[src/rtl/pacman_pkg.sv]
// -----------------------------------------------------------------------------
// pacman_pkg
// Shared definitions for the Pacman sprite path:
//   - keycodes understood by the sprite mover (same values the USB keyboard
//     path produces)
//   - dir_t, matching the 2-bit heading "flag" reported by the sprite mover
//   - ap_state_t, the keycode autopilot probe/decide/hold states
//   - helpers mapping a direction to its keycode and to its opposite
// No ports (package).
// -----------------------------------------------------------------------------
package pacman_pkg;

    localparam logic [7:0] KEY_UP    = 8'h1A;
    localparam logic [7:0] KEY_DOWN  = 8'h16;
    localparam logic [7:0] KEY_LEFT  = 8'h04;
    localparam logic [7:0] KEY_RIGHT = 8'h07;
    localparam logic [7:0] KEY_NONE  = 8'h00;

    // Encoding matches the sprite mover heading flag; also used as the bit
    // index into the 4-bit blocked vector.
    typedef enum logic [1:0] {
        DIR_LEFT  = 2'b00,
        DIR_RIGHT = 2'b01,
        DIR_DOWN  = 2'b10,
        DIR_UP    = 2'b11
    } dir_t;

    typedef enum logic [2:0] {
        P_UP    = 3'd0,
        P_DOWN  = 3'd1,
        P_LEFT  = 3'd2,
        P_RIGHT = 3'd3,
        DECIDE  = 3'd4,
        HOLD    = 3'd5
    } ap_state_t;

    function automatic logic [7:0] dir_to_key(input dir_t d);
        logic [7:0] k;
        case (d)
            DIR_UP:    k = KEY_UP;
            DIR_DOWN:  k = KEY_DOWN;
            DIR_LEFT:  k = KEY_LEFT;
            DIR_RIGHT: k = KEY_RIGHT;
            default:   k = KEY_NONE;
        endcase
        return k;
    endfunction

    // Left<->right and down<->up differ only in bit 0.
    function automatic dir_t dir_opposite(input dir_t d);
        return dir_t'({d[1], ~d[0]});
    endfunction

endpackage

[src/rtl/autopilot_chooser.sv]
// -----------------------------------------------------------------------------
// autopilot_chooser
// Combinational priority pick of the next keycode from the probe results and
// the signed offset to the target.
// Candidate order: primary axis, secondary axis, current heading, then
// up, down, left, right. First candidate that exists and is not blocked wins;
// all four blocked gives KEY_NONE.
// Build option AUTOPILOT_NOREVERSE_EN: the reverse of the current heading is
// dropped from the list and only taken when it is the sole open direction.
// Ports:
//   i_blocked  [3:0]  blocked flags indexed by dir_t
//   i_dx, i_dy [10:0] signed two's-complement target minus ball
//   i_flag     [1:0]  current heading (dir_t encoding)
//   o_keycode  [7:0]  chosen keycode
// -----------------------------------------------------------------------------
module autopilot_chooser
    import pacman_pkg::*;
(
    input  logic [3:0]  i_blocked,
    input  logic [10:0] i_dx,
    input  logic [10:0] i_dy,
    input  logic [1:0]  i_flag,
    output logic [7:0]  o_keycode
);

    logic [10:0] w_adx;
    logic [10:0] w_ady;
    dir_t        w_cand [7];
    logic [6:0]  w_cand_ok;
    dir_t        w_rev;
    logic [3:0]  w_excl;
    dir_t        w_pick;
    logic        w_found;

    // Build the ordered candidate list and take the first open entry.
    always_comb begin
        w_adx = i_dx[10] ? (11'd0 - i_dx) : i_dx;
        w_ady = i_dy[10] ? (11'd0 - i_dy) : i_dy;

        // Ties go to the X axis.
        if (w_adx >= w_ady) begin
            w_cand[0]    = i_dx[10] ? DIR_LEFT : DIR_RIGHT;
            w_cand_ok[0] = (i_dx != 11'd0);
            w_cand[1]    = i_dy[10] ? DIR_UP : DIR_DOWN;
            w_cand_ok[1] = (i_dy != 11'd0);
        end else begin
            w_cand[0]    = i_dy[10] ? DIR_UP : DIR_DOWN;
            w_cand_ok[0] = (i_dy != 11'd0);
            w_cand[1]    = i_dx[10] ? DIR_LEFT : DIR_RIGHT;
            w_cand_ok[1] = (i_dx != 11'd0);
        end
        w_cand[2]    = dir_t'(i_flag);
        w_cand_ok[2] = 1'b1;
        w_cand[3]    = DIR_UP;
        w_cand_ok[3] = 1'b1;
        w_cand[4]    = DIR_DOWN;
        w_cand_ok[4] = 1'b1;
        w_cand[5]    = DIR_LEFT;
        w_cand_ok[5] = 1'b1;
        w_cand[6]    = DIR_RIGHT;
        w_cand_ok[6] = 1'b1;

        w_rev = dir_opposite(dir_t'(i_flag));
`ifdef AUTOPILOT_NOREVERSE_EN
        w_excl = 4'b0001 << w_rev;
`else
        w_excl = 4'b0000;
`endif

        w_found = 1'b0;
        w_pick  = DIR_UP;
        for (int i = 0; i < 7; i++) begin
            if (!w_found && w_cand_ok[i] && !i_blocked[w_cand[i]] && !w_excl[w_cand[i]]) begin
                w_found = 1'b1;
                w_pick  = w_cand[i];
            end else begin
                w_found = w_found;
            end
        end

        // Only reachable when the excluded reverse is the sole open way.
        if (!w_found && !i_blocked[w_rev]) begin
            w_found = 1'b1;
            w_pick  = w_rev;
        end else begin
            w_found = w_found;
        end

        o_keycode = w_found ? dir_to_key(w_pick) : KEY_NONE;
    end

endmodule

[src/rtl/keycode_autopilot.sv]
// -----------------------------------------------------------------------------
// keycode_autopilot
// Autonomous keycode source for the Pacman sprite mover. Each decision window
// probes the four neighbours of the sprite through an external wall_bounds
// instance (one per frame), picks a keycode steering toward the target, then
// holds it HOLD_FRAMES frames. With enable low the user keycode is passed
// through and the sequencer is parked at P_UP.
// Build option AUTOPILOT_NOREVERSE_EN (see autopilot_chooser) forbids reversing
// the current heading unless it is the only open direction.
// Ports:
//   frame_clk, Reset           clock, asynchronous active-high reset
//   enable                     1 = autopilot drives keycode, 0 = passthrough
//   user_keycode [7:0]         keyboard keycode
//   BallX, BallY [9:0]         sprite position (sampled fresh every probe frame)
//   flag [1:0]                 current heading (00 L, 01 R, 10 D, 11 U)
//   TargetX, TargetY [9:0]     steering target
//   probe_wall                 wall_bounds result for (probe_x, probe_y)
//   probe_x, probe_y [9:0]     registered probe coordinate
//   keycode [7:0]              registered keycode to sprite mover
//   decision_valid             one-frame pulse when a new keycode is latched
// -----------------------------------------------------------------------------
module keycode_autopilot
    import pacman_pkg::*;
#(
    parameter int HOLD_FRAMES = 8,
    parameter int PROBE_DIST  = 17,
    parameter int X_MAX       = 639,
    parameter int Y_MAX       = 479
) (
    input  logic       frame_clk,
    input  logic       Reset,
    input  logic       enable,
    input  logic [7:0] user_keycode,
    input  logic [9:0] BallX,
    input  logic [9:0] BallY,
    input  logic [1:0] flag,
    input  logic [9:0] TargetX,
    input  logic [9:0] TargetY,
    input  logic       probe_wall,
    output logic [9:0] probe_x,
    output logic [9:0] probe_y,
    output logic [7:0] keycode,
    output logic       decision_valid
);

    localparam logic [10:0] C_DIST  = 11'(PROBE_DIST);
    localparam logic [10:0] C_XMAX  = 11'(X_MAX);
    localparam logic [10:0] C_YMAX  = 11'(Y_MAX);
    localparam logic [7:0]  C_HLAST = 8'(HOLD_FRAMES - 1);

    ap_state_t   r_state;
    logic [7:0]  r_hold_cnt;
    logic [3:0]  r_blocked;
    logic        r_probe_oob;
    logic [9:0]  r_probe_x;
    logic [9:0]  r_probe_y;
    logic [7:0]  r_keycode;
    logic        r_decision_valid;

    logic [10:0] w_up_y;
    logic [10:0] w_dn_y;
    logic [10:0] w_lf_x;
    logic [10:0] w_rt_x;
    logic        w_up_oob;
    logic        w_dn_oob;
    logic        w_lf_oob;
    logic        w_rt_oob;
    logic        w_probe_blk;
    logic [3:0]  w_blocked_dec;
    logic [10:0] w_dx;
    logic [10:0] w_dy;
    logic [7:0]  w_choice;

    // 11-bit probe coordinates; a borrow or an off-screen result blocks that side.
    assign w_up_y   = {1'b0, BallY} - C_DIST;
    assign w_dn_y   = {1'b0, BallY} + C_DIST;
    assign w_lf_x   = {1'b0, BallX} - C_DIST;
    assign w_rt_x   = {1'b0, BallX} + C_DIST;
    assign w_up_oob = ({1'b0, BallY} < C_DIST) || (w_up_y > C_YMAX);
    assign w_dn_oob = (w_dn_y > C_YMAX);
    assign w_lf_oob = ({1'b0, BallX} < C_DIST) || (w_lf_x > C_XMAX);
    assign w_rt_oob = (w_rt_x > C_XMAX);

    // Result for the coordinate presented last frame.
    assign w_probe_blk = probe_wall | r_probe_oob;

    // DECIDE samples the right probe on the same edge the keycode is latched,
    // so the chooser sees that bit live rather than from r_blocked.
    assign w_blocked_dec = {r_blocked[3:2], w_probe_blk, r_blocked[0]};

    assign w_dx = {1'b0, TargetX} - {1'b0, BallX};
    assign w_dy = {1'b0, TargetY} - {1'b0, BallY};

    autopilot_chooser u_chooser (
        .i_blocked (w_blocked_dec),
        .i_dx      (w_dx),
        .i_dy      (w_dy),
        .i_flag    (flag),
        .o_keycode (w_choice)
    );

    // Probe/decide/hold sequencer with registered outputs.
    always_ff @(posedge frame_clk or posedge Reset) begin
        if (Reset) begin
            r_state          <= P_UP;
            r_hold_cnt       <= 8'd0;
            r_blocked        <= 4'b0000;
            r_probe_oob      <= 1'b0;
            r_probe_x        <= 10'd0;
            r_probe_y        <= 10'd0;
            r_keycode        <= KEY_NONE;
            r_decision_valid <= 1'b0;
        end else if (!enable) begin
            r_state          <= P_UP;
            r_hold_cnt       <= 8'd0;
            r_keycode        <= user_keycode;
            r_decision_valid <= 1'b0;
        end else begin
            r_decision_valid <= 1'b0;
            case (r_state)
                P_UP: begin
                    r_probe_x   <= BallX;
                    r_probe_y   <= w_up_y[9:0];
                    r_probe_oob <= w_up_oob;
                    r_state     <= P_DOWN;
                end
                P_DOWN: begin
                    r_blocked[DIR_UP] <= w_probe_blk;
                    r_probe_x         <= BallX;
                    r_probe_y         <= w_dn_y[9:0];
                    r_probe_oob       <= w_dn_oob;
                    r_state           <= P_LEFT;
                end
                P_LEFT: begin
                    r_blocked[DIR_DOWN] <= w_probe_blk;
                    r_probe_x           <= w_lf_x[9:0];
                    r_probe_y           <= BallY;
                    r_probe_oob         <= w_lf_oob;
                    r_state             <= P_RIGHT;
                end
                P_RIGHT: begin
                    r_blocked[DIR_LEFT] <= w_probe_blk;
                    r_probe_x           <= w_rt_x[9:0];
                    r_probe_y           <= BallY;
                    r_probe_oob         <= w_rt_oob;
                    r_state             <= DECIDE;
                end
                DECIDE: begin
                    r_blocked[DIR_RIGHT] <= w_probe_blk;
                    r_keycode            <= w_choice;
                    r_decision_valid     <= 1'b1;
                    r_hold_cnt           <= 8'd0;
                    r_state              <= HOLD;
                end
                HOLD: begin
                    if (r_hold_cnt >= C_HLAST) begin
                        r_hold_cnt <= 8'd0;
                        r_state    <= P_UP;
                    end else begin
                        r_hold_cnt <= r_hold_cnt + 8'd1;
                    end
                end
                default: begin
                    r_hold_cnt <= 8'd0;
                    r_state    <= P_UP;
                end
            endcase
        end
    end

    assign probe_x        = r_probe_x;
    assign probe_y        = r_probe_y;
    assign keycode        = r_keycode;
    assign decision_valid = r_decision_valid;

endmodule

[config.mk]
export PLATFORM = sky130hd
export DESIGN_NAME = keycode_autopilot
export DESIGN_NICKNAME = d
export VERILOG_FILES = /design/src/rtl/pacman_pkg.sv /design/src/rtl/autopilot_chooser.sv /design/src/rtl/keycode_autopilot.sv
export SDC_FILE = /design/constraint.sdc
export NUM_CORES = 1
export LEC_CHECK = 0
export BUFFER_PORTS_ARGS = -buffer_cell sky130_fd_sc_hd__buf_2
export CORE_ASPECT_RATIO = 0.9
export CORE_MARGIN = 2
export CORE_UTILIZATION = 53
export DETAILED_ROUTE_END_ITERATION = 10
export GPL_ROUTABILITY_DRIVEN = 0
export GPL_TIMING_DRIVEN = 0
export PLACE_DENSITY_LB_ADDON = 0.2
export SLEW_MARGIN = 40
export SYNTH_ARGS = -nofsm -noshare
export SYNTH_HDL_FRONTEND = slang
export SYNTH_SLANG_ARGS = --single-unit
[constraint.sdc]
create_clock -name frame_clk -period 1.8 [get_ports frame_clk]
set_input_delay 0 -clock frame_clk [delete_from_list [all_inputs] [get_ports frame_clk]]
set_output_delay 0 -clock frame_clk [all_outputs]
set_load 0.01 [all_outputs]
[Word level (Yosys, flattened, before mapping)]
Index checks and enable logic that the tools add are counted.
Operators by class
  reduce and logical (&&, ||, !) cells: 48
  equal/unequal tests: 11
  add/subtract/negate cells: 9
  $lt $le $gt $ge: 12
  muxes and demuxes: 51
  bitwise logic cells: 2
Operators with widths (count)
  $pmux 10 s3: 2
  $mux 8: 5
  $pmux 8 s4: 1
  $add 10x5->11 const B: 2
  $gt 11x10->1 const B: 2
  $gt 11x9->1 const B: 2
  $mux 11: 2
  $reduce_bool 11->1: 2
  $sub 1x11->11 const A: 2
  $sub 10x10->11: 2
  $sub 10x5->11 const B: 2
  $lt 10x5->1 const B: 2
  $mux 1: 19
  $logic_not 1->1: 18
  $mux 2: 9
  $pmux 3 s6: 1
  $pmux 8 s2: 1
  $bmux 1 s2: 7
  $logic_and 1x1->1: 12
  $lt 2x3->1 const B: 4
  $reduce_and 2->1: 6
  $ge 11x11->1: 1
  $add 8x1->8 const B: 1
  $ge 8x3->1 const B: 1
  other kinds (20): 27
Word-level totals
  flip-flop bits (word level): 44
  logic and storage cells: 143
  output and inout bits: 29
  input bits: 54

[Depth between registers and ports, before layout]
Gate-level depths: netlist of run 1.
  depth in word-level cells: 40
  gate-level depth with buffers: 21
  gate-level depth less buffers: 21

[Cells and area by module]
From an unflattened synthesis of run 1, not the netlist that was laid out.
Unflattened totals
  cell total of the unflattened synthesis: 622
  area total of the unflattened synthesis: 4830.9 µm²
By module, submodules not included
  keycode_autopilot: area an instance 3908.7 µm², times used 1, cells each 496, sequential area each 1101.1 µm²
  autopilot_chooser: area an instance 922.1 µm², times used 1, cells each 126, sequential area each 0.0 µm²

[Worst setup path after synthesis of run 1]
No wires, ideal clock.
  path type: input to register
  start: input BallY[5]
  end: register r_keycode[1], in the netlist keycode[1]
  required time: 1.665 ns
  path slack: -2.492 ns
  stages on the path: 19
  arrival: 4.158 ns
  library setup time: 0.135 ns
  buffers on the path: 1
  cell sequence: clkbuf_1 inv_1 ha_1 or4_1 a2111o_1 a21oi_2 nand2_1 o21ai_0 xor2_1 ha_1 a21o_1 a21o_1 or3_1 a31oi_1 or2_2 a21oi_1 o31a_2 o21ai_1 a31oi_1
Between the ends
  longest elaborated chain between the ends: 40
  elaborated cells between the ends (all ways): 63
  those cells by class: 2 x add/sub; 1 x order compare; 3 x eq/ne; 32 x mux; 25 x reduce/logical
RTL lines
  from (decl): line keycode_autopilot.sv:35  | input logic [9:0] BallY,
  $sub 10x10->11 *: line keycode_autopilot.sv:92  | assign w_dy = {1'b0, TargetY} - {1'b0, BallY};
  $sub 1x11->11: line autopilot_chooser.sv:38  | w_ady = i_dy[10] ? (11'd0 - i_dy) : i_dy;
  $mux 11: line autopilot_chooser.sv:38
  $ge 11x11->1: line autopilot_chooser.sv:41  | if (w_adx >= w_ady) begin
  $mux 4: line autopilot_chooser.sv:41
  $bmux 1 s2: line autopilot_chooser.sv:73  | if (!w_found && w_cand_ok[i] && !i_blocked[w_cand[i]] && !w_excl[w_cand[i]]) begin
  $mux 1 (implied by the code): line autopilot_chooser.sv:73
  $logic_not 1->1: line autopilot_chooser.sv:73
  (+24 left out)
  $logic_not 1->1: line autopilot_chooser.sv:82  | if (!w_found && !i_blocked[w_rev]) begin
  $logic_and 1x1->1: line autopilot_chooser.sv:82
  $mux 2: line autopilot_chooser.sv:82
  $eq 2x1->1, or another cell as far along: line pacman_pkg.sv:39  | case (d)
  $pmux 8 s4: line pacman_pkg.sv:39
  $mux 8 *: line autopilot_chooser.sv:89  | o_keycode = w_found ? dir_to_key(w_pick) : KEY_NONE;
  $mux 8 *: line keycode_autopilot.sv:120  | case (r_state)
  $mux 8 *: line keycode_autopilot.sv:113  | end else if (!enable) begin
  to (signal assigned): line keycode_autopilot.sv:116  | r_keycode <= user_keycode;
  to (signal assigned): line keycode_autopilot.sv:150  | r_keycode <= w_choice;
  to (decl): line keycode_autopilot.sv:57  | logic [7:0] r_keycode;
Every way passes the cells marked *; elsewhere a longest branch is shown, timed or not. The select of a mux whose other input is x is not followed.
A chain may end at the register's enable or synchronous reset.

[Worst setup path in the final report of run 1]
  start: input BallX[4]
  end: register r_keycode[1], in the netlist keycode[1]
Between the ends
  longest elaborated chain between the ends: 40
  elaborated cells between the ends (all ways): 63
  those cells by class: 2 x add/sub; 1 x order compare; 3 x eq/ne; 32 x mux; 25 x reduce/logical
RTL lines
  from (decl): line keycode_autopilot.sv:34  | input logic [9:0] BallX,
  $sub 10x10->11 *: line keycode_autopilot.sv:91  | assign w_dx = {1'b0, TargetX} - {1'b0, BallX};
  $sub 1x11->11: line autopilot_chooser.sv:37  | w_adx = i_dx[10] ? (11'd0 - i_dx) : i_dx;
  $mux 11: line autopilot_chooser.sv:37
  $ge 11x11->1: line autopilot_chooser.sv:41
  $mux 4: line autopilot_chooser.sv:41
  $bmux 1 s2: line autopilot_chooser.sv:73
  $mux 1 (implied by the code): line autopilot_chooser.sv:73
  $logic_not 1->1: line autopilot_chooser.sv:73
  (+24 left out)
  $logic_not 1->1: line autopilot_chooser.sv:82
  $logic_and 1x1->1: line autopilot_chooser.sv:82
  $mux 2: line autopilot_chooser.sv:82
  $eq 2x1->1, or another cell as far along: line pacman_pkg.sv:39
  $pmux 8 s4: line pacman_pkg.sv:39
  $mux 8 *: line autopilot_chooser.sv:89
  $mux 8 *: line keycode_autopilot.sv:120
  $mux 8 *: line keycode_autopilot.sv:113
Marks and branches as above.

==> results.yml, run 1 <==
power_and_ir_drop:
  power_density_nw_per_um2: 720
  ir_drop_uv: 415
  total_power_w: 0.00466
  leakagePower_nw: 2.88
timing:
  rsz0062_at_grt: "yes"
  fin_ws_ns: -2.11
  hold_violations: 0
  skew_ns: 0.00876
  relSlewSlack_pct: 58.7
  finalSetupViolCount: 6
  setup_tns_ns: -10.31
  max_freq_mhz: 256
  final_max_slew_viol_count: 0
  period_needed_ns: 3.91
  fin_crit_sh_pct: 217
  tightest_slew_ns: 0.619
route:
  ant_nets: 0
  vias: 5411
  wl_per_cell_um: 16.4
  drc: 0
  first_pass_iters: 5
  viasPerCell: 6.03
  first_iter_violations: 415
  wl_um: 14700
grt:
  grt_max_degree: 45
  grt_pass1_vias: 4741
  grt_pass1_wl_um: 22600
  antenna_found_initial: 0
  grt_overflow: 0
  grtUsageTotal_pct: 27.1
floorplanning:
  rows: 33
  start_util_pct: 54.4
  die_x_um: 106
  die_h_um: 95.8
  num_io_pins: 83
  core_area_um2: 9130
  dieArea_um2: 10200
yosys:
  synth_edf_count: 0
  synth-xor-area-share_pct: 7.77
  postSynthAreaPerCell_um2: 7.52
  ys.flop_type: "dfrtp_1"
  syn_nets: 758
  ys_seq_elements: 44
  yosysWarnings: 0
  async_flop_share_pct: 100
  yosysUniqueCellTypes: 71
  synth_top_family_by_area: "compound AO/OA/AOI/OAI gates"
  synth-compound-area-share_pct: 26.9
  synth.mux.area_fraction_pct: 2.47
  synthSimpleGateAreaFrac_pct: 22.9
  synth_adder_area_share_pct: 11.4
  synth_seq_area_share_pct: 22.2
  syn_inst: 660
  syn_area_um2: 4960
cts:
  cts_tree: "built"
  numCtsBuffers: 5
  cts.reportedPaths.clkPinSlew_ns: 0.09
  h-tree-depth: 2
  cts.sinks: 44
  root_buffer: "clkbuf_8"
  cts_buffer_depth: 2
  clk_latency_ns: 0.30
final_layout:
  area_growth_pct: 30.4
  nets: 874
  fin_cells: 898
  final_common_cell: "nand2_1"
  drive_gt1_share_pct: 29.4
  diodes: 0
  mostFrequentLayoutCells: "nand2_1 (81), buf_2 (71), nor2_1 (55)"
critical_path:
  r2r_slack_ns: -0.09
  worstSetupEndpointType: "flip-flop"
  arrival_ns: 4.09
  worstSetupPathType: "in -> reg"
  cp-start-kind: "input pin"
  crit_fanout: 9
  required_ns: 1.98
placed_design:
  port_buffers: 77
  dp_cells: 859
  dp_hpwl_um: 10600
outcome:
  violations: "setup timing"
  status: "finished with violations"
min_path:
  holdCritPathClass: "in -> reg"
run:
  max_cap_violations: 0
-- sequential cells by signal, indices dropped and copies added (netlist names) --
name / count
r_probe_oob: 1
r_blocked: 3
keycode: 8
r_state: 3
probe_x: 10
probe_y: 10
r_hold_cnt: 8
decision_valid: 1
-- layer usage --
layer | routed length (um) | global-route usage, % | vias up
met5 | 0 | 0 | -
li1 | - | - | 2598
met2 | 7140 | 47.6 | 222
met1 | 6440 | 36.4 | 2556
met4 | 248 | 6.47 | 0
met3 | 892 | 2.71 | 35
-- critical path: stages --
cell	delay (ns)
buf_8	0.13
inv_16	0.06
ha_4	0.18
buf_6	0.14
or4_4	0.54
a2111o_1	0.44
a21oi_4	0.19
and2_4	0.18
a31oi_4	0.08
xnor2_2	0.16
ha_1	0.29
a21o_1	0.16
a21o_1	0.18
or3_4	0.34
a31oi_4	0.17
or2_4	0.16
a21oi_2	0.05
o31a_2	0.30
o21ai_4	0.21
a31oi_1	0.10
-- report_power, final --
part | total, W | internal (W) | switching (W)
clock network | 0.000590 | 0.000263 | 0.000327
logic | 0.00282 | 0.00128 | 0.00154
registers | 0.00125 | 0.00114 | 0.000109
total | 0.00466 | 0.00268 | 0.00198
-- synth_stat cells (3+ instances only) --
master / number / area (um2)
inv_1: 50 / 188
o22ai_1: 7 / 43.8
and3_1: 5 / 31.3
o31a_1: 3 / 26.3
o31ai_1: 5 / 37.5
xnor2_1: 29 / 254
a21oi_1: 44 / 220
a211oi_1: 5 / 37.5
a31o_2: 3 / 26.3
o21ai_0: 55 / 275
nand2b_1: 8 / 50.1
a31oi_1: 13 / 81.3
nor4_1: 7 / 43.8
o311ai_0: 3 / 26.3
nand2_1: 83 / 312
buf_1: 3 / 11.3
clkbuf_1: 24 / 90.1
nor3_1: 15 / 75.1
xor2_1: 15 / 131
nor2b_1: 7 / 43.8
mux2i_1: 10 / 100
a211o_1: 5 / 43.8
a2111o_1: 3 / 33.8
o221ai_1: 6 / 52.6
or3_1: 4 / 25.0
ha_1: 42 / 526
dfrtp_1: 44 / 1100
and2_1: 5 / 31.3
buf_2: 3 / 15.0
a311oi_1: 3 / 26.3
nand3_1: 16 / 80.1
nor2_1: 56 / 210
o21a_1: 7 / 52.6
nand3b_1: 3 / 22.5
a21o_1: 14 / 105
or2_2: 4 / 25.0
nor3b_1: 6 / 45.0
-- timing repair --
item | 4_1_cts | 5_1_grt
buffers inserted | 15 | 16
hold buffers | 4 | 0
hold endpoints to repair | 47 | 0
pin swaps | 22 | 29
setup endpoints to repair | 31 | 33
resized for setup | 59 | 62
-- final cells by class --
cell class / count / area [um2]
buffer: 28 / 184
tap: 122 / 153
fill: 758 / 2660
multi-input combinational: 535 / 3990
clock inverter: 2 / 12.5
clock buffer: 5 / 68.8
timing repair buffer: 112 / 728
sequential: 44 / 1100
inverter: 50 / 233
-- worst paths after layout --
check                              from          to  cells after the start
min in group asynchronous         Reset  probe_x[2]                      3
max in group asynchronous         Reset  r_state[1]                      3
max                            BallX[4]  keycode[1]                     20
min                            BallY[1]  probe_y[1]                      3
max reg2reg                r_blocked[0]  keycode[0]                      7
min reg2reg                  probe_y[6]  probe_y[6]                      2
-- cells by family after synthesis --
kind of cell	after synthesis
AOI/OAI and AO/OA	201
xor gates and xnor gates	44
adders and majority gates	44
buffers and inverters	81
DFF	44
muxes	12
and+or+nand+nor	234
-- stage by stage --
stage	setup WS [ns]	cell area, um2	util (%)	hold slack [ns]
6_report	-2.11	6470	70.9	0.0248
3_3_place_gp	-2.82	5660	62.0	0.238
2_1_floorplan	-2.04	5120	-	0.130
3_5_place_dp	-2.89	5660	62.0	0.0872
5_1_grt	-2.18	6470	70.9	0.0252
4_1_cts	-2.04	6140	67.3	0.0287
Note: power is estimated with default switching activity, not from simulation.
==> run 2: changes to the inputs <==
Settings changed: PLACE_DENSITY set to 0.79, PLACE_DENSITY_LB_ADDON 0.2 to not set.
==> run 2 against run 1 <==
Effect of this change: the run still ends with setup timing left; non-clock buffer count fell by 4; count of clock-buffer cells in the layout rose by 1; sequential share of layout area fell by 0.16 points; critical endpoint is now keycode[2]; sequential power barely moved; die area did not move; sequential cell count did not move.
==> results.yml, run 2 (synthesized netlist as in run 1, its figures left out) <==
outcome:
  status: "finished with violations"
  violations: "setup timing"
placed_design:
  place_ws_ns: -2.92
  dp_hpwl_um: 10700
  port_buffers: 77
timing:
  relSlewSlack_pct: 59.0
  tightest_slew_ns: 0.614
  period_needed_ns: 3.87
  rsz0062_at_grt: "yes"
  fin_crit_sh_pct: 215
  final_max_slew_viol_count: 0
  skew_ns: 0.0126
  max_freq_mhz: 258
  finalSetupViolCount: 5
  hold_violations: 0
  fin_ws_ns: -2.07
floorplanning:
  dieArea_um2: 10200
  start_util_pct: 54.4
  die_x_um: 106
  num_io_pins: 83
  rows: 33
  core_area_um2: 9130
  die_h_um: 95.8
power_and_ir_drop:
  power_density_nw_per_um2: 754
  ir_drop_uv: 413
  leakagePower_nw: 2.89
  total_power_w: 0.00493
cts:
  cts.reportedPaths.clkPinSlew_ns: 0.09
  h-tree-depth: 2
  numCtsBuffers: 5
  cts_tree: "built"
  cts_buffer_depth: 2
  cts.sinks: 44
  root_buffer: "clkbuf_8"
  clk_latency_ns: 0.30
grt:
  grtUsageTotal_pct: 29.0
  grt_pass1_vias: 5194
  antenna_found_initial: 0
  grt_overflow: 0
  grt_max_degree: 45
  grt_pass1_wl_um: 24100
route:
  wl_per_cell_um: 17.0
  viasPerCell: 6.14
  vias: 5498
  drc: 0
  wl_um: 15200
  ant_nets: 0
  first_iter_violations: 533
  first_pass_iters: 5
final_layout:
  mostFrequentLayoutCells: "nand2_1 (82), buf_2 (72), nor2_1 (55)"
  diodes: 0
  area_growth_pct: 31.8
  final_common_cell: "nand2_1"
  drive_gt1_share_pct: 30.3
  nets: 870
  fillers: 698
critical_path:
  cp_slowest_cell: "or4_4"
  crit_path_max_incr_delay_ns: 0.53
  required_ns: 2.00
  cp-start-kind: "input pin"
  worstSetupPathType: "in -> reg"
  worstSetupEndpointType: "flip-flop"
  arrival_ns: 4.07
  crit_fanout: 9
  path_cells: "buf_8 -> inv_16 -> ha_4 -> buf_6 -> or4_4 -> a2111o_1 -> a21oi_4 -> and2_4 -> a31oi_4 -> xnor2_2 -> ha_1 -> a21o_1 -> a21o_1 -> or3_4 -> a31oi_4 -> or2_4 -> nand3_1 -> a2bb2oi_2 -> o21ai_4 -> o31a_1"
  reg2reg_depth: 7
run:
  max_cap_violations: 0
min_path:
  holdCritPathClass: "in -> reg"
  min_path_cells: 4
run 2: cell count changes in the layout (fill, tap and decap cells not counted), sizes merged:
cell / before / now
buf: 116 / 110
clkbuf: 25 / 28
clkinvlp: 4 / 2
bufinv: 0 / 1
inv: 47 / 48
run 2: worst max-delay path, delay by kind of cell:
family | cells | cell delay (ns)
adders and majority gates | 2 | 0.51
AOI/OAI and AO/OA | 9 | 1.79
buffers and inverters | 3 | 0.32
and+or+nand+nor | 5 | 1.30
xor gates and xnor gates | 1 | 0.15
run 2: layout make-up:
cell class | count | area (um2) | share of cell area (%)
plain buffers | 29 | 185 | 2.83
clock buffers | 6 | 82.6 | 1.26
clock inverters | 2 | 38.8 | 0.593
inverters | 50 | 224 | 3.43
multi-input cells | 535 | 4060 | 62.1
flip-flops and latches | 44 | 1100 | 16.9
well taps | 122 | 153 | 2.33
repair buffers | 107 | 691 | 10.6
run 2: metrics by stage:
| step | instances | hold slack, ns | TNS (ns) | cell area, um2 | utilization [%] |
|---|---|---|---|---|---|
| after global placement | 859 | 0.240 | -18.71 | 5660 | 62.0 |
| after global routing | 895 | 0.0574 | -10.71 | 6540 | 71.6 |
| after detailed placement | 859 | 0.0842 | -19.54 | 5660 | 62.0 |
| final | 895 | 0.0316 | -10.00 | 6540 | 71.6 |
| after floorplan | 660 | 0.130 | -9.84 | 5120 | - |
| after CTS | 888 | 0.0263 | -9.74 | 6220 | 68.2 |
run 2: where the power goes:
group	switching (W)	internal [W]	total (W)	leakage, nW
logic	0.00158	0.00129	0.00287	2.28
registers	0.000109	0.00114	0.00125	0.545
clock network	0.000353	0.000454	0.000807	0.0614
total	0.00204	0.00289	0.00493	2.89
run 2: what timing repair did:
action	CTS	global route
endpoints found under the setup margin	30	33
pin swaps	17	10
hold buffers	4	0
setup buffers	18	8
endpoints found under the hold margin	47	0
resized for setup	63	66
run 2: final timing paths:
path,startpoint,to,slack (ns)
min in group asynchronous,Reset,probe_x[3],0.29
max in group asynchronous,Reset,r_state[1],1.11
setup / recovery,BallX[4],keycode[2],-2.07
setup reg to reg,r_blocked[0],keycode[1],-0.25
hold reg to reg,probe_y[6],probe_y[6],0.47
hold / removal,user_keycode[0],keycode[0],0.03
run 2: layer usage:
| metal | up-vias | GRT usage (%) | wire (um) |
|---|---|---|---|
| li1 | 2589 | - | - |
| met4 | 0 | 10.6 | 534 |
| met5 | - | 0 | 0 |
| met2 | 285 | 52.3 | 7470 |
| met3 | 62 | 3.45 | 1090 |
| met1 | 2562 | 35.9 | 6150 |
==> run 3: changes to the inputs <==
Settings changed: CORE_UTILIZATION 53 to 52, PLACE_DENSITY 0.79 to 0.78, SETUP_SLACK_MARGIN set to 0.5.
==> run 3 against run 2 <==
Effect of this change: the flow still finishes with violations (setup timing); setup slack improved by 0.039 ns; non-clock buffer count grew 36; critical path depth grew 1; utilization up 11 points; global-route usage decreased by 0.13 points; count of clock-buffer cells in the layout did not move; largest cell class unchanged.
==> results.yml, run 3 (synthesized netlist as in run 1, its figures left out) <==
timing:
  rsz0062_at_grt: "yes"
  skew_ns: 0.0168
  relSlewSlack_pct: 58.0
  fin_ws_ns: -2.03
  final_max_slew_viol_count: 0
  max_freq_mhz: 261
  tightest_slew_ns: 0.621
  period_needed_ns: 3.83
  finalSetupViolCount: 7
  fin_crit_sh_pct: 213
  hold_violations: 0
placed_design:
  dp_cells: 859
  port_buffers: 77
  dp_hpwl_um: 10600
  place_ws_ns: -2.90
final_layout:
  multi_input_area_um2: 4490
  fin_cells: 931
  diodes: 0
  drive_gt1_share_pct: 42.5
  area_growth_pct: 52.8
  fillers: 483
  regArea_um2: 1100
  mostFrequentLayoutCells: "buf_2 (66), nand2_1 (60), nor2_1 (45)"
  nets: 906
  final_common_cell: "buf_2"
grt:
  grt_pass1_vias: 5188
  grt_pass1_wl_um: 24700
  antenna_found_initial: 0
  grt_overflow: 0
  grt_max_degree: 45
  grtUsageTotal_pct: 28.8
critical_path:
  worstSetupPathType: "in -> reg"
  r2r_slack_ns: -0.11
  required_ns: 2.06
  crit_fanout: 7
  worstSetupEndpointType: "flip-flop"
  cp-start-kind: "input pin"
  arrival_ns: 4.09
floorplanning:
  core_area_um2: 9210
  rows: 33
  dieArea_um2: 10300
  die_h_um: 96.7
  die_x_um: 107
  start_util_pct: 53.9
  num_io_pins: 83
cts:
  h-tree-depth: 2
  cts.reportedPaths.clkPinSlew_ns: 0.09
  clk_latency_ns: 0.32
  cts_tree: "built"
  cts.sinks: 44
  root_buffer: "clkbuf_8"
  cts_buffer_depth: 2
  numCtsBuffers: 5
route:
  first_pass_iters: 8
  wl_um: 19600
  drc: 0
  first_iter_violations: 767
  vias: 6154
  viasPerCell: 6.61
  wl_per_cell_um: 21.0
  ant_nets: 0
power_and_ir_drop:
  power.internal_w: 0.00316
  switchingPower_w: 0.00230
  leakagePower_nw: 3.31
  pwr-share-seq_pct: 23.1
  ir_drop_uv: 448
  power_density_nw_per_um2: 719
  clockPowerShare_pct: 15.2
  swShare_pct: 42.1
  power_frac_comb_pct: 61.7
min_path:
  holdCritPathClass: "in -> reg"
outcome:
  status: "finished with violations"
  violations: "setup timing"
run:
  max_cap_violations: 0
==> run 3: cell count changes in the layout (fill, tap and decap cells not counted), moves of 7 or more <==
| cell | change |
|---|---|
| buf_4 | +18 |
| clkbuf_2 | -8 |
| nand2_2 | +20 |
| nand2_1 | -22 |
| buf_8 | +8 |
| a21oi_1 | -7 |
| nor2_1 | -10 |
| o21ai_1 | +20 |
| clkbuf_16 | +7 |
| o21ai_0 | -25 |
| buf_6 | +15 |
| nor3_1 | -7 |
==> run 3: metal layers <==
layer | wire, um | global-route usage, % | vias up
met1 | 7210 | 37.8 | 2928
met2 | 9610 | 51.4 | 428
met3 | 1680 | 2.76 | 132
li1 | - | - | 2666
met4 | 1090 | 5.69 | 0
met5 | 0 | 0 | -
==> run 3: power by group through the flow <==
| stage | logic (W) | registers [W] | clock network (W) |
|---|---|---|---|
| after floorplan | 0.00172 | 0.00130 | 0 |
| after global placement | 0.00227 | 0.00125 | 0 |
| after detailed placement | 0.00235 | 0.00126 | 0 |
| after CTS | 0.00271 | 0.00125 | 0.000810 |
| after global routing | 0.00361 | 0.00127 | 0.000874 |
| final | 0.00337 | 0.00126 | 0.000827 |
==> run 3: per-stage QoR <==
stage / hold WS, ns / instance area, um2 / setup TNS (ns) / utilization, % / power [W]
floorplan: 0.130 / 5240 / -9.84 / - / 0.00302
global placement: 0.237 / 5770 / -13.99 / 62.7 / 0.00352
detailed placement: 0.0886 / 5780 / -14.63 / 62.7 / 0.00361
CTS: 0.0301 / 6620 / -9.94 / 71.9 / 0.00477
global route: 0.0546 / 7580 / -10.88 / 82.3 / 0.00575
finish: 0.0241 / 7580 / -10.15 / 82.3 / 0.00545
==> run 3: cell type report <==
type	instances	share of cell area (%)
multi-input cells	535	59.3
repair buffers	141	14.0
clock inverters	2	0.512
clock buffers	6	1.09
plain buffers	31	5.30
inverters	50	3.23
well taps	122	2.01
flip-flops and latches	44	14.5
==> run 3: critical path: stages <==
cell	delay, ns
buf_8	0.14
ha_4	0.15
inv_2	0.03
fa_2	0.39
a211o_4	0.39
nor4_4	0.24
o31ai_4	0.13
a21oi_2	0.21
nand2_1	0.09
o21ai_1	0.17
xor2_1	0.18
ha_1	0.26
a21o_1	0.16
a21o_1	0.15
or3_1	0.32
a31oi_2	0.19
or2_4	0.18
a21oi_2	0.05
o31a_2	0.31
o21ai_4	0.19
o31a_1	0.17
==> run 3: worst paths after layout <==
| kind | depth (start not counted) | end | start |
|---|---|---|---|
| worst max-delay path | 21 | keycode[2] | BallY[0] |
| worst min-delay path | 4 | keycode[4] | user_keycode[4] |
| worst max register to register | 9 | keycode[2] | r_probe_oob |
| worst min register to register | 2 | probe_y[8] | probe_y[8] |
| max in group asynchronous | 3 | r_state[1] | Reset |
| min in group asynchronous | 3 | probe_y[9] | Reset |
==> run 3: repair_timing <==
item	in CTS	in global routing
setup buffers	24	34
pin swaps	51	54
hold buffers	4	0
endpoints found under the setup margin	42	41
hold endpoints to repair	47	0
cloned	0	2
gates resized for setup	132	151
